## config.mk

```make
export PLATFORM = sky130hd
export DESIGN_NAME = alu_issue
export DESIGN_NICKNAME = d
export VERILOG_FILES = /design/src/rtl/alu_issue_pkg.sv /design/src/rtl/alu_issue_dec.sv /design/src/rtl/alu_issue.sv
export SDC_FILE = /design/constraint.sdc
export NUM_CORES = 1
export LEC_CHECK = 0
export ABC_CLOCK_PERIOD_IN_PS = 1600
export BUFFER_PORTS_ARGS = -buffer_cell sky130_fd_sc_hd__buf_2
export CORE_MARGIN = 2
export CORE_UTILIZATION = 45
export CTS_CLUSTER_DIAMETER = 50
export DETAILED_ROUTE_END_ITERATION = 8
export PLACE_DENSITY_LB_ADDON = 0.2
export SYNTH_ARGS = -nofsm -noshare
export SYNTH_HDL_FRONTEND = slang
export SYNTH_SLANG_ARGS = --single-unit
```

## constraint.sdc

```tcl
create_clock -name clk -period 1.6 [get_ports clk]
set_input_delay 0.08 -clock clk [delete_from_list [all_inputs] [get_ports clk]]
set_output_delay 0.08 -clock clk [all_outputs]
set_load 0.005 [all_outputs]
```

## src/rtl/alu_issue_pkg.sv

```systemverilog
// Shared constants for the RV32I ALU issue block: opcodes, ALU op encodings, FSM states.
// Optional LUI support in the decoder is enabled with the ALU_ISSUE_LUI_EN macro.
package alu_issue_pkg;

  localparam logic [6:0] OPC_OP     = 7'b0110011;
  localparam logic [6:0] OPC_OP_IMM = 7'b0010011;
  localparam logic [6:0] OPC_LUI    = 7'b0110111;

  localparam logic [6:0] F7_BASE = 7'b0000000;
  localparam logic [6:0] F7_ALT  = 7'b0100000;

  localparam logic [2:0] ALU_ADD  = 3'b000;
  localparam logic [2:0] ALU_SLL  = 3'b001;
  localparam logic [2:0] ALU_SLT  = 3'b010;
  localparam logic [2:0] ALU_SLTU = 3'b011;
  localparam logic [2:0] ALU_XOR  = 3'b100;
  localparam logic [2:0] ALU_SRL  = 3'b101;
  localparam logic [2:0] ALU_OR   = 3'b110;
  localparam logic [2:0] ALU_AND  = 3'b111;

  typedef enum logic [1:0] {
    ST_IDLE = 2'd0,
    ST_EXEC = 2'd1,
    ST_DONE = 2'd2
  } state_t;

  function automatic logic [31:0] sext12(input logic [11:0] imm);
    return {{20{imm[11]}}, imm};
  endfunction

endpackage

```

## src/rtl/alu_issue_dec.sv

```systemverilog
// Combinational RV32I OP / OP-IMM decoder (plus LUI when ALU_ISSUE_LUI_EN is defined):
// produces ALU controls, operands, destination register and an illegal flag.
module alu_issue_dec
  import alu_issue_pkg::*;
(
  input  logic [31:0] instr,
  input  logic [31:0] rs1_data,
  input  logic [31:0] rs2_data,
  output logic [2:0]  alu_op,
  output logic        funct7,
  output logic [31:0] operand_a,
  output logic [31:0] operand_b,
  output logic [4:0]  rd,
  output logic        illegal
);

  logic [6:0] opcode;
  logic [2:0] funct3;
  logic [6:0] f7;
  logic       unused_rs1_field;

  assign opcode = instr[6:0];
  assign funct3 = instr[14:12];
  assign f7     = instr[31:25];
  assign rd     = instr[11:7];
  // Register specifier bits are resolved upstream; only the data arrives here.
  assign unused_rs1_field = ^instr[19:15];

  always_comb begin
    alu_op    = ALU_ADD;
    funct7    = 1'b0;
    operand_a = 32'd0;
    operand_b = 32'd0;
    illegal   = 1'b1;
    case (opcode)
      OPC_OP: begin
        operand_a = rs1_data;
        operand_b = rs2_data;
        alu_op    = funct3;
        funct7    = instr[30];
        // The alternate funct7 only modifies ADD (->SUB) and SRL (->SRA).
        illegal   = !((f7 == F7_BASE) ||
                      ((f7 == F7_ALT) && ((funct3 == ALU_ADD) || (funct3 == ALU_SRL))));
      end
      OPC_OP_IMM: begin
        operand_a = rs1_data;
        operand_b = sext12(instr[31:20]);
        alu_op    = funct3;
        illegal   = 1'b0;
        if (funct3 == ALU_SLL) begin
          operand_b = {27'd0, instr[24:20]};
          illegal   = (f7 != F7_BASE);
        end else if (funct3 == ALU_SRL) begin
          operand_b = {27'd0, instr[24:20]};
          funct7    = instr[30];
          illegal   = !((f7 == F7_BASE) || (f7 == F7_ALT));
        end
      end
`ifdef ALU_ISSUE_LUI_EN
      OPC_LUI: begin
        operand_a = 32'd0;
        operand_b = {instr[31:12], 12'd0};
        alu_op    = ALU_ADD;
        illegal   = 1'b0;
      end
`endif
      default: ;
    endcase
  end

endmodule

```

## src/rtl/alu_issue.sv

```systemverilog
// Issue stage wrapping an external combinational ALU: accept, one EXEC cycle, hold result in DONE.
// LUI decoding is optional via ALU_ISSUE_LUI_EN (handled in alu_issue_dec).
module alu_issue
  import alu_issue_pkg::*;
(
  input  logic        clk,
  input  logic        rst_n,
  input  logic        in_valid,
  output logic        in_ready,
  input  logic [31:0] in_instr,
  input  logic [31:0] in_rs1_data,
  input  logic [31:0] in_rs2_data,
  output logic [2:0]  alu_op,
  output logic        funct7,
  output logic [31:0] operand_a,
  output logic [31:0] operand_b,
  input  logic [31:0] alu_data,
  output logic        out_valid,
  input  logic        out_ready,
  output logic [4:0]  out_rd,
  output logic [31:0] out_result,
  output logic        out_illegal,
  output state_t      dbg_state
);

  // Handshakes: a transfer happens on a rising edge where valid && ready are both high;
  // valid never waits on ready, and an offered result stays stable until it is taken.

  state_t      state, state_nxt;
  logic        accept;

  logic [2:0]  dec_alu_op;
  logic        dec_funct7;
  logic [31:0] dec_operand_a;
  logic [31:0] dec_operand_b;
  logic [4:0]  dec_rd;
  logic        dec_illegal;

  logic [2:0]  alu_op_q;
  logic        funct7_q;
  logic [31:0] operand_a_q;
  logic [31:0] operand_b_q;
  logic [4:0]  rd_q;
  logic        illegal_q;
  logic [31:0] result_q;

  alu_issue_dec u_dec (
    .instr     (in_instr),
    .rs1_data  (in_rs1_data),
    .rs2_data  (in_rs2_data),
    .alu_op    (dec_alu_op),
    .funct7    (dec_funct7),
    .operand_a (dec_operand_a),
    .operand_b (dec_operand_b),
    .rd        (dec_rd),
    .illegal   (dec_illegal)
  );

  // Gated by rst_n so nothing is taken while reset is held.
  assign in_ready = rst_n && ((state == ST_IDLE) || ((state == ST_DONE) && out_ready));
  assign accept   = in_valid && in_ready;

  always_comb begin
    state_nxt = state;
    case (state)
      ST_IDLE: if (accept) state_nxt = ST_EXEC;
      ST_EXEC: state_nxt = ST_DONE;
      ST_DONE: if (out_ready) state_nxt = accept ? ST_EXEC : ST_IDLE;
      default: state_nxt = ST_IDLE;
    endcase
  end

  always_ff @(posedge clk) begin
    if (!rst_n) begin
      state <= ST_IDLE;
    end else begin
      state <= state_nxt;
    end
  end

  always_ff @(posedge clk) begin
    if (!rst_n) begin
      alu_op_q    <= ALU_ADD;
      funct7_q    <= 1'b0;
      operand_a_q <= 32'd0;
      operand_b_q <= 32'd0;
      rd_q        <= 5'd0;
      illegal_q   <= 1'b0;
    end else if (accept) begin
      alu_op_q    <= dec_alu_op;
      funct7_q    <= dec_funct7;
      operand_a_q <= dec_operand_a;
      operand_b_q <= dec_operand_b;
      rd_q        <= dec_rd;
      illegal_q   <= dec_illegal;
    end
  end

  // Illegal instructions and writes to x0 report a zero result.
  always_ff @(posedge clk) begin
    if (!rst_n) begin
      result_q <= 32'd0;
    end else if (state == ST_EXEC) begin
      result_q <= (illegal_q || (rd_q == 5'd0)) ? 32'd0 : alu_data;
    end
  end

  assign alu_op      = alu_op_q;
  assign funct7      = funct7_q;
  assign operand_a   = operand_a_q;
  assign operand_b   = operand_b_q;
  assign out_valid   = (state == ST_DONE);
  assign out_rd      = rd_q;
  assign out_result  = result_q;
  assign out_illegal = illegal_q;
  assign dbg_state   = state;

endmodule
```

# Yosys cells after proc, flatten, opt, wreduce, memory -nomap -nowiden
# Cells that the tools add are included.
# classes
addsub	0
multipliers	0
div_mod_pow	0
order_cmp	0
eq_ne	9
shift	0
muxes	16
bitwise	0
reduce_logical	18
# ops
op	n
2-to-1 mux 32 bit	4
one-hot mux 32 bit (2 select lines)	1
== test 7 x 6 -> 1 bit (second input constant)	2
== test 7 x 5 -> 1 bit (second input constant)	1
logical NOT 7 bit	1
nonzero test 7 bit	1
one-hot mux 2 bit (3 select lines)	1
logical NOT 5 bit	1
logical OR 1 bit	5
2-to-1 mux 1 bit	5
logical AND 1 bit	4
2-to-1 mux 2 bit	2
one-hot mux 1 bit (2 select lines)	2
== test 3 x 1 -> 1 bit (second input constant)	1
== test 3 bit (second input constant)	1
logical NOT 3 bit	1
2-to-1 mux 3 bit	1
== test 2 x 1 -> 1 bit (second input constant)	1
== test 2 bit (second input constant)	1
logical NOT 1 bit	2
logical NOT 2 bit	1
!= test 2 x 1 -> 1 bit (second input constant)	1
!= test 2 bit (second input constant)	1
AND reduction 2 bit	1
OR reduction 2 bit	1
# word_totals
reg_bits	108
latch_bits	0
mem_bits_rw	0
romBits	0
output_inout_bits	110
elab_cells	51
memories	0

# Depth between registers and ports, before layout
# Gate-level depths: netlist of the first run.
# depth
word_depth	8
mapped_depth	7

# Modules after synthesis
# Synthesis of the first run repeated with hierarchy kept, for this count alone.
# unflattened
hier_cells	547
hier_area_um2	4867.2
# by_module_without_submodules
mod	n_inst	cells_each	area_each_um2	seq_area_each_um2
alu_issue	1	408	4061.4	2162.1
alu_issue_dec	1	139	805.8	0.0

# Least setup slack after synthesis of the first run
# Ideal clock, no wire load.
# synth_path
kind	register -> register
from	register state[0] (netlist: dbg_state[0])
to	register illegal_q (netlist: out_illegal)
setup_time_ns	0.139
arrival_ns	1.203
t_required_ns	1.461
setup_slack_ns	0.258
path_stages_with_launch	8
synth_period_minus_slack_ns	1.342
cell_sequence	dfxtp_1 -> and2b_1 -> nand3_4 -> inv_2 -> buf_6 -> buf_4 -> o21ai_0 -> a41oi_1
# synth_via
elab_chain_len	5
# synth_lines
item	line	text
start, declared	alu_issue.sv:29	state_t state, state_nxt;
start signal, assigned	alu_issue.sv:77	state <= state_nxt;
== test 2 bit	alu_issue.sv:60	assign in_ready = rst_n && ((state == ST_IDLE) || ((state == ST_DONE) && out_ready));
logical AND 1 bit	alu_issue.sv:60	
logical OR 1 bit *	alu_issue.sv:60	
logical AND 1 bit *	alu_issue.sv:60	
logical AND 1 bit *	alu_issue.sv:61	assign accept = in_valid && in_ready;
end signal, assigned	alu_issue.sv:95	illegal_q <= dec_illegal;
end, declared	alu_issue.sv:44	logic illegal_q;
# Every way passes the cells marked *; elsewhere a longest branch is shown, timed or not.
# A chain may end at the register's enable or synchronous reset.

# Worst setup path in the final report of the first run
# layout_path
from	register state[0] (netlist: dbg_state[0])
to	register operand_a_q[17] (netlist: operand_a[17])
# layout_via
elab_chain_len	5
# layout_lines
item	line	text
== test 2 bit	alu_issue.sv:60	
logical AND 1 bit	alu_issue.sv:60	
logical OR 1 bit *	alu_issue.sv:60	
logical AND 1 bit *	alu_issue.sv:60	
logical AND 1 bit *	alu_issue.sv:61	
end signal, assigned	alu_issue.sv:92	operand_a_q <= dec_operand_a;
end, declared	alu_issue.sv:41	logic [31:0] operand_a_q;
# Marked as above.

==> results of run 1 <==
==> worst max-delay path, stage by stage, from the launching register on <==
cell	delay (ps)
dfxtp_1	320
and2b_1	230
nand3_4	110
inv_2	210
buf_12	200
nand3_1	80
a21boi_0	240
==> synth_stat cells <==
cell type	count
o2bb2ai_1	20
or2b_1	1
nand3_4	1
nand3_1	78
o21a_1	2
a21boi_0	79
xor2_1	1
a2111oi_4	1
buf_6	1
nor2b_1	4
a21oi_1	22
nand4b_1	1
and2b_1	1
mux2_2	5
nor3b_1	1
o211ai_1	1
nor3_1	1
nor4b_1	1
inv_1	1
a41oi_1	1
or3b_1	1
nand2b_1	7
o41ai_1	1
nor2_1	1
o21ai_0	7
a21boi_1	6
buf_4	4
and2_1	3
or4_4	1
inv_2	1
clkbuf_1	29
dfxtp_1	108
nand2_1	97
buf_2	13
and3_1	1
==> registers in the layout, indices dropped and copies added, names as in the netlist <==
name / cells
operand_a: 32
operand_b: 32
out_result: 32
out_rd: 5
alu_op: 3
dbg_state: 2
funct7: 1
out_illegal: 1
==> cell type report <==
cell class / instances / share of cell area
inverters: 2 / 0.00109
multi-input cells: 346 / 0.298
flip-flops and latches: 108 / 0.314
well taps: 133 / 0.0242
repair buffers: 345 / 0.334
clock buffers: 12 / 0.0211
clock inverters: 4 / 0.00710
==> how the worst min path moves through the flow <==
stage | start | end | cells after the start
finish | out_ready | dbg_state[1] | 3
detailed placement | in_instr[8] | out_rd[1] | 3
CTS | out_ready | dbg_state[1] | 3
floorplan | in_instr[8] | out_rd[1] | 2
global placement | in_instr[7] | out_rd[0] | 3
global route | out_ready | dbg_state[1] | 3
==> report_power, final <==
group          internal [W]  leakage, nW  switching, W  total [W]
registers           0.00272        0.872     0.0000196    0.00274
clock network      0.000767        0.100      0.000901    0.00167
logic              0.000431         2.02      0.000367   0.000799
total               0.00392         2.99       0.00129    0.00521
==> repair_timing <==
item / in CTS / in global routing
hold buffers: 92 / 0
endpoints found under the hold margin: 92 / 0
endpoints found under the setup margin: 0 / 23
gates resized for setup: 0 / 4
==> cells by family (layout without fill, tap and decap cells) <==
logic type	after synthesis	after routing	synth area share
xor gates and xnor gates	1	1	0.00199
DFF	108	108	0.490
AOI/OAI and AO/OA	140	140	0.233
buffers and inverters	49	363	0.0505
and+or+nand+nor	200	200	0.212
muxes	5	5	0.0128
==> routing by layer <==
metal	up-vias	part of all wire	track usage
li1	2356	-	-
met3	30	0.069	0.0468
met4	0	0.027	0.113
met1	2217	0.40	0.295
met2	191	0.50	0.441
met5	-	0	0
==> cell usage in the layout (no fill, tap or decap), drive strengths merged, types with 2 or more instances in the layout <==
cell,Yosys,layout
dlygate4sd3,0,92
clkbuf,29,12
o21a,2,2
nor2b,4,4
buf,18,253
o2bb2ai,20,20
a21oi,22,22
inv,2,2
and2,3,3
o21ai,7,7
nand2b,7,7
a21boi,85,85
nand3,79,79
clkinv,0,3
mux2,5,5
nand2,97,97
dfxtp,108,108
==> stage by stage <==
step	hold slack, ps	cells	setup WS (ps)
after floorplan	215	503	258
after global placement	324	842	91.9
after detailed placement	334	842	21.1
after CTS	27.9	950	1.81
after global routing	51.2	950	12.5
final	38.5	950	93.1
==> metrics.yaml, run 1 <==
synthCells: 503
slew_headroom: 0.532
cts_tree: "done"
rsz0062_at_grt: "no"
syn_avg_cell_area_um2: 8.77
finalSetupViolCount: 0
min_period_ps: 1510
clkTransAtPathRegs_ps: 100
finalHoldViolCount: 0
finalSetupTns_ps: 0
max_freq_ghz: 0.664
fp.dieH_um: 103
clk_latency_ps: 360
power.density_nw_per_um2: 757
r2r-end: "operand_a[17]"
register_area_um2: 2160
num_io_pins: 242
max_slew.worst_pin.slew_ps: 702
diodes: 0
endpoint: "operand_a[17]"
endpoint_kind: "register"
cp_max_fo: 26
hold_path_class: "in -> reg"
coreArea_um2: 9640
start_util: 0.458
rows: 36
cts_root_buffer: "clkbuf_8"
yosys-top-cells-area: "dfxtp_1, a21boi_0, nand3_1, nand2_1, o2bb2ai_1"
vias: 4794
multi_input_area_um2: 2050
netlist_area_um2: 4410
slew_viol_final: 0
finClkSkew_ps: 8.89
cp-start-kind: "register"
fill_cells: 787
fin_crit_sh: 0.942
grt_pass1_wl_mm: 21.1
drtAntennaViolNets: 0
syn-num-nets: 635
die_x_um: 103
dr.pass1.iters: 4
reg2reg_depth: 6
synth_largest_type_area_fraction: 0.490
synth.distinct_cells: 35
outcome: "finished clean"
first_iter_violations: 152
p_leak_nw: 2.99
cap_viol_max_count: 0
worstReg2RegStart: "dbg_state[0]"
ys_warn_count: 0
worstPathRequired_ps: 1860
r2r_setup_slack_ps: 90
post-dp-hpwl_mm: 8.60
antenna_found_initial: 0
drive_above_1_share: 0.344
path_class: "reg -> reg"
cts-buffers-inserted: 9
vdd_ir_drop_max_mv: 0.404
htreeDepth: 3
ys_ff_latch: 108
area_growth_pct: 55.9
yosysSeqAreaShare: 0.490
post-route-drc-count: 0
placed_cell_area_um2: 5750
startpoint: "dbg_state[0]"
grt_max_degree: 88
yosys.area.top_type: "dfxtp_1"
gr-total-overflow: 0
cts_sinks: 108
grt_pass1_vias: 4546
finalPower_w: 0.00521
fin_area_um2: 6880
grt_usage: 0.250
routed_wl_mm: 14.0
wire_per_inst_um: 14.8
die-area_um2: 10600
viasPerCell: 5.05
worstPathArrival_ps: 1770
post_cts_buffers: 0
fin_nets: 944
portBuffers: 236
cts_buffer_depth: 2
globalplace.congestion: 0.779
fin_util: 0.713
No activity file was read; power rests on OpenSTA's default activity.
==> inputs of run 2 (changes only) <==
--- a/config.mk
+++ b/config.mk
@@ -5,6 +5,7 @@
 export SDC_FILE = /design/constraint.sdc
 export NUM_CORES = 1
 export LEC_CHECK = 0
+export ABC_AREA = 1
 export ABC_CLOCK_PERIOD_IN_PS = 1600
 export BUFFER_PORTS_ARGS = -buffer_cell sky130_fd_sc_hd__buf_2
 export CORE_MARGIN = 2
==> run 2 against run 1 <==
- utilization fell by 2.1 points
- non-clock buffer count fell by 20
- hold slack got worse by 6.9 ps
- clock skew barely moved
- critical endpoint is now operand_a[18]
- final cell count rose by 9.3%
- count of clock-buffer cells in the layout did not move
==> metrics.yaml, run 2 <==
yosys-top-cells-area: "dfxtp_1, nand2_1, a21oi_1, nand3_1, o21ai_0"
ys_top_cells_by_count: "nand2_1, dfxtp_1, a21oi_1"
drtAntennaViolNets: 0  # unchanged
routed_wl_mm: 14.5  # +3.3%
slew_headroom: 0.777  # +0.245
vdd_ir_drop_max_mv: 0.513  # +27%
clkTransAtPathRegs_ps: 90  # about the same
num_io_pins: 242  # unchanged
startpoint: "dbg_state[0]"
drive_above_1_share: 0.306  # -0.0379
cp_max_fo: 19  # -27%
syn_avg_cell_area_um2: 7.25  # -17%
synth_largest_type_area_fraction: 0.489  # -0.00139
seq_power_share: 0.518  # -0.008
p_int_w: 0.00407  # +4.0%
diodes: 0  # unchanged
synth_compound_area_frac: 0.165  # -0.0671
yosys.area.top_type: "dfxtp_1"
syn-num-nets: 742  # +17%
power.density_nw_per_um2: 811  # +7.0%
antenna_found_initial: 0  # unchanged
p_comb_frac: 0.148  # -0.005
area_growth_pct: 50.8
cts_sinks: 108  # unchanged
cp-start-kind: "register"
cts-buffers-inserted: 9  # unchanged
netlist_area_um2: 4420  # +0.28%
synth-edff-count: 0  # unchanged
max_freq_ghz: 0.695  # +4.8%
slew_viol_final: 0  # unchanged
outcome: "finished clean"
fp.dieH_um: 103  # +0.14%
post-route-drc-count: 0  # unchanged
cts_tree: "done"
grt_pass1_vias: 4636  # +2.0%
final_cell_mix: "buf_2, nand2_1, dfxtp_1"
finalSetupTns_ps: 0  # unchanged
ys_warn_count: 0  # unchanged
coreArea_um2: 9640  # unchanged
pwr-share-clk: 0.334  # +0.014
min_period_ps: 1440  # -69.1 ps
synth.area.mux_share: 0  # -0.0128
vias: 5153  # +7.5%
viasPerCell: 4.96  # -1.6%
wire_per_inst_um: 14.0  # -5.4%
rsz0062_at_grt: "no"
switching_share: 0.246  # -0.00101
endpoint_kind: "register"
r2r-end: "operand_a[18]"
max_slew.worst_pin.slew_ps: 334  # -368 ps
cts_buffer_depth: 2  # unchanged
synthArstFlopShare: 0  # unchanged
clk_latency_ps: 360  # about the same
htreeDepth: 3  # unchanged
dr.pass1.iters: 4  # unchanged
ys_ff_latch: 108  # unchanged
endpoint: "operand_a[18]"
worstPathArrival_ps: 1720  # -50 ps
post_cts_buffers: 0  # unchanged
globalplace.congestion: 0.874  # +12%
ys.flop_type: "dfxtp_1"
reg2reg_depth: 8  # +2
synth_top_family_by_area: "simple AND/OR/NAND/NOR gates"
placed_cells: 950  # +13%
die_x_um: 103  # +0.14%
placed_cell_area_um2: 5710  # -0.68%
portBuffers: 236  # unchanged
cap_viol_max_count: 0  # unchanged
layout_commonest_cell: "buf_2"
synthCells: 610  # +21%
first_iter_violations: 209  # +38%
path_class: "reg -> reg"
p_leak_nw: 3.24  # +8.4%
finalHoldViolCount: 0  # unchanged
worstPathRequired_ps: 1880  # +20 ps
worstReg2RegStart: "dbg_state[0]"
start_util: 0.459  # +0.00130
grt_pass1_wl_mm: 20.9  # -1.3%
synth-simple-area-share: 0.273  # +0.0611
yosysSeqAreaShare: 0.489  # -0.00139
final_cells: 1038  # +9.3%
p_switching_w: 0.00133  # +3.4%
cts_root_buffer: "clkbuf_8"
fin_crit_sh: 0.899  # -0.0432
synth.distinct_cells: 22  # -37%
post-dp-hpwl_mm: 9.01  # +4.8%
finalSetupViolCount: 0  # unchanged
hold_path_class: "in -> reg"
r2r_setup_slack_ps: 160  # +70 ps
finClkSkew_ps: 8.69  # -0.203 ps
gr-total-overflow: 0  # unchanged
die-area_um2: 10600  # +0.27%
yosysMostFrequentCell: "nand2_1"
grt_max_degree: 71  # -19%
rows: 36  # unchanged
synthAdderAreaFrac: 0  # unchanged
synthXorXnorAreaFrac: 0  # -0.00199
fin_area_um2: 6670  # -3.0%
fin_nets: 1033  # +9.4%
grt_usage: 0.248  # -0.00223
==> run 2: routing by layer <==
metal / track usage / up-vias / wire, µm
li1: - / 2549 / -
met1: 0.283 / 2340 / 5710
met2: 0.429 / 222 / 7070
met3: 0.0610 / 42 / 1240
met4: 0.129 / 0 / 458
met5: 0 / - / 0
==> run 2: power by group through the flow <==
stage / Sequential (W) / Combinational [W] / Clock [W]
floorplan: 0.00287 / 0.000309 / 0
global placement: 0.00286 / 0.000624 / 0
detailed placement: 0.00286 / 0.000640 / 0
CTS: 0.00280 / 0.000781 / 0.00186
global route: 0.00281 / 0.000876 / 0.00196
finish: 0.00280 / 0.000800 / 0.00181
==> run 2: stage by stage <==
| step | util | hold slack (ps) | power [W] | setup WS [ps] |
|---|---|---|---|---|
| after floorplan | - | 183 | 0.00317 | 350 |
| after global placement | 0.592 | 297 | 0.00348 | 184 |
| after detailed placement | 0.592 | 330 | 0.00350 | 163 |
| after CTS | 0.689 | 9.50 | 0.00544 | 141 |
| after global routing | 0.692 | 64.4 | 0.00565 | 12.7 |
| final | 0.692 | 31.6 | 0.00541 | 162 |
==> run 2: critical path: stages, from the launching register on <==
cell,delay (ps)
dfxtp_1,330
inv_1,110
nand2_1,110
nor2_4,150
nand2_4,110
nor2_8,160
buf_12,170
nand2_1,80
a21oi_1,150
==> run 2: cell families after synthesis <==
kind of cell | after synthesis
and+or+nand+nor | 295
AOI/OAI and AO/OA | 144
DFF | 108
buffers and inverters | 63
==> run 2: final cells by class <==
type                            count  area [µm²]
Clock inverter                      3        68.8
Fill cell                         771        2970
Tap cell                          133         166
Inverter                           18        67.6
Multi-Input combinational cell    439        1950
Clock buffer                       12         145
Timing Repair Buffer              325        2110
Sequential cell                   108        2160
==> run 2: how the worst min path moves through the flow <==
stage	from	endpoint	cells past startpoint
floorplan	out_ready	dbg_state[1]	1
global placement	out_ready	dbg_state[1]	2
detailed placement	out_ready	dbg_state[1]	2
CTS	in_instr[10]	out_rd[3]	3
global route	in_instr[24]	operand_b[4]	5
finish	in_instr[10]	out_rd[3]	3
==> run 2: repair_timing <==
| item | CTS | global route |
|---|---|---|
| endpoints found under the setup margin | 0 | 2 |
| hold buffers | 72 | 0 |
| hold endpoints to repair | 72 | 0 |
| gates resized for setup | 0 | 1 |
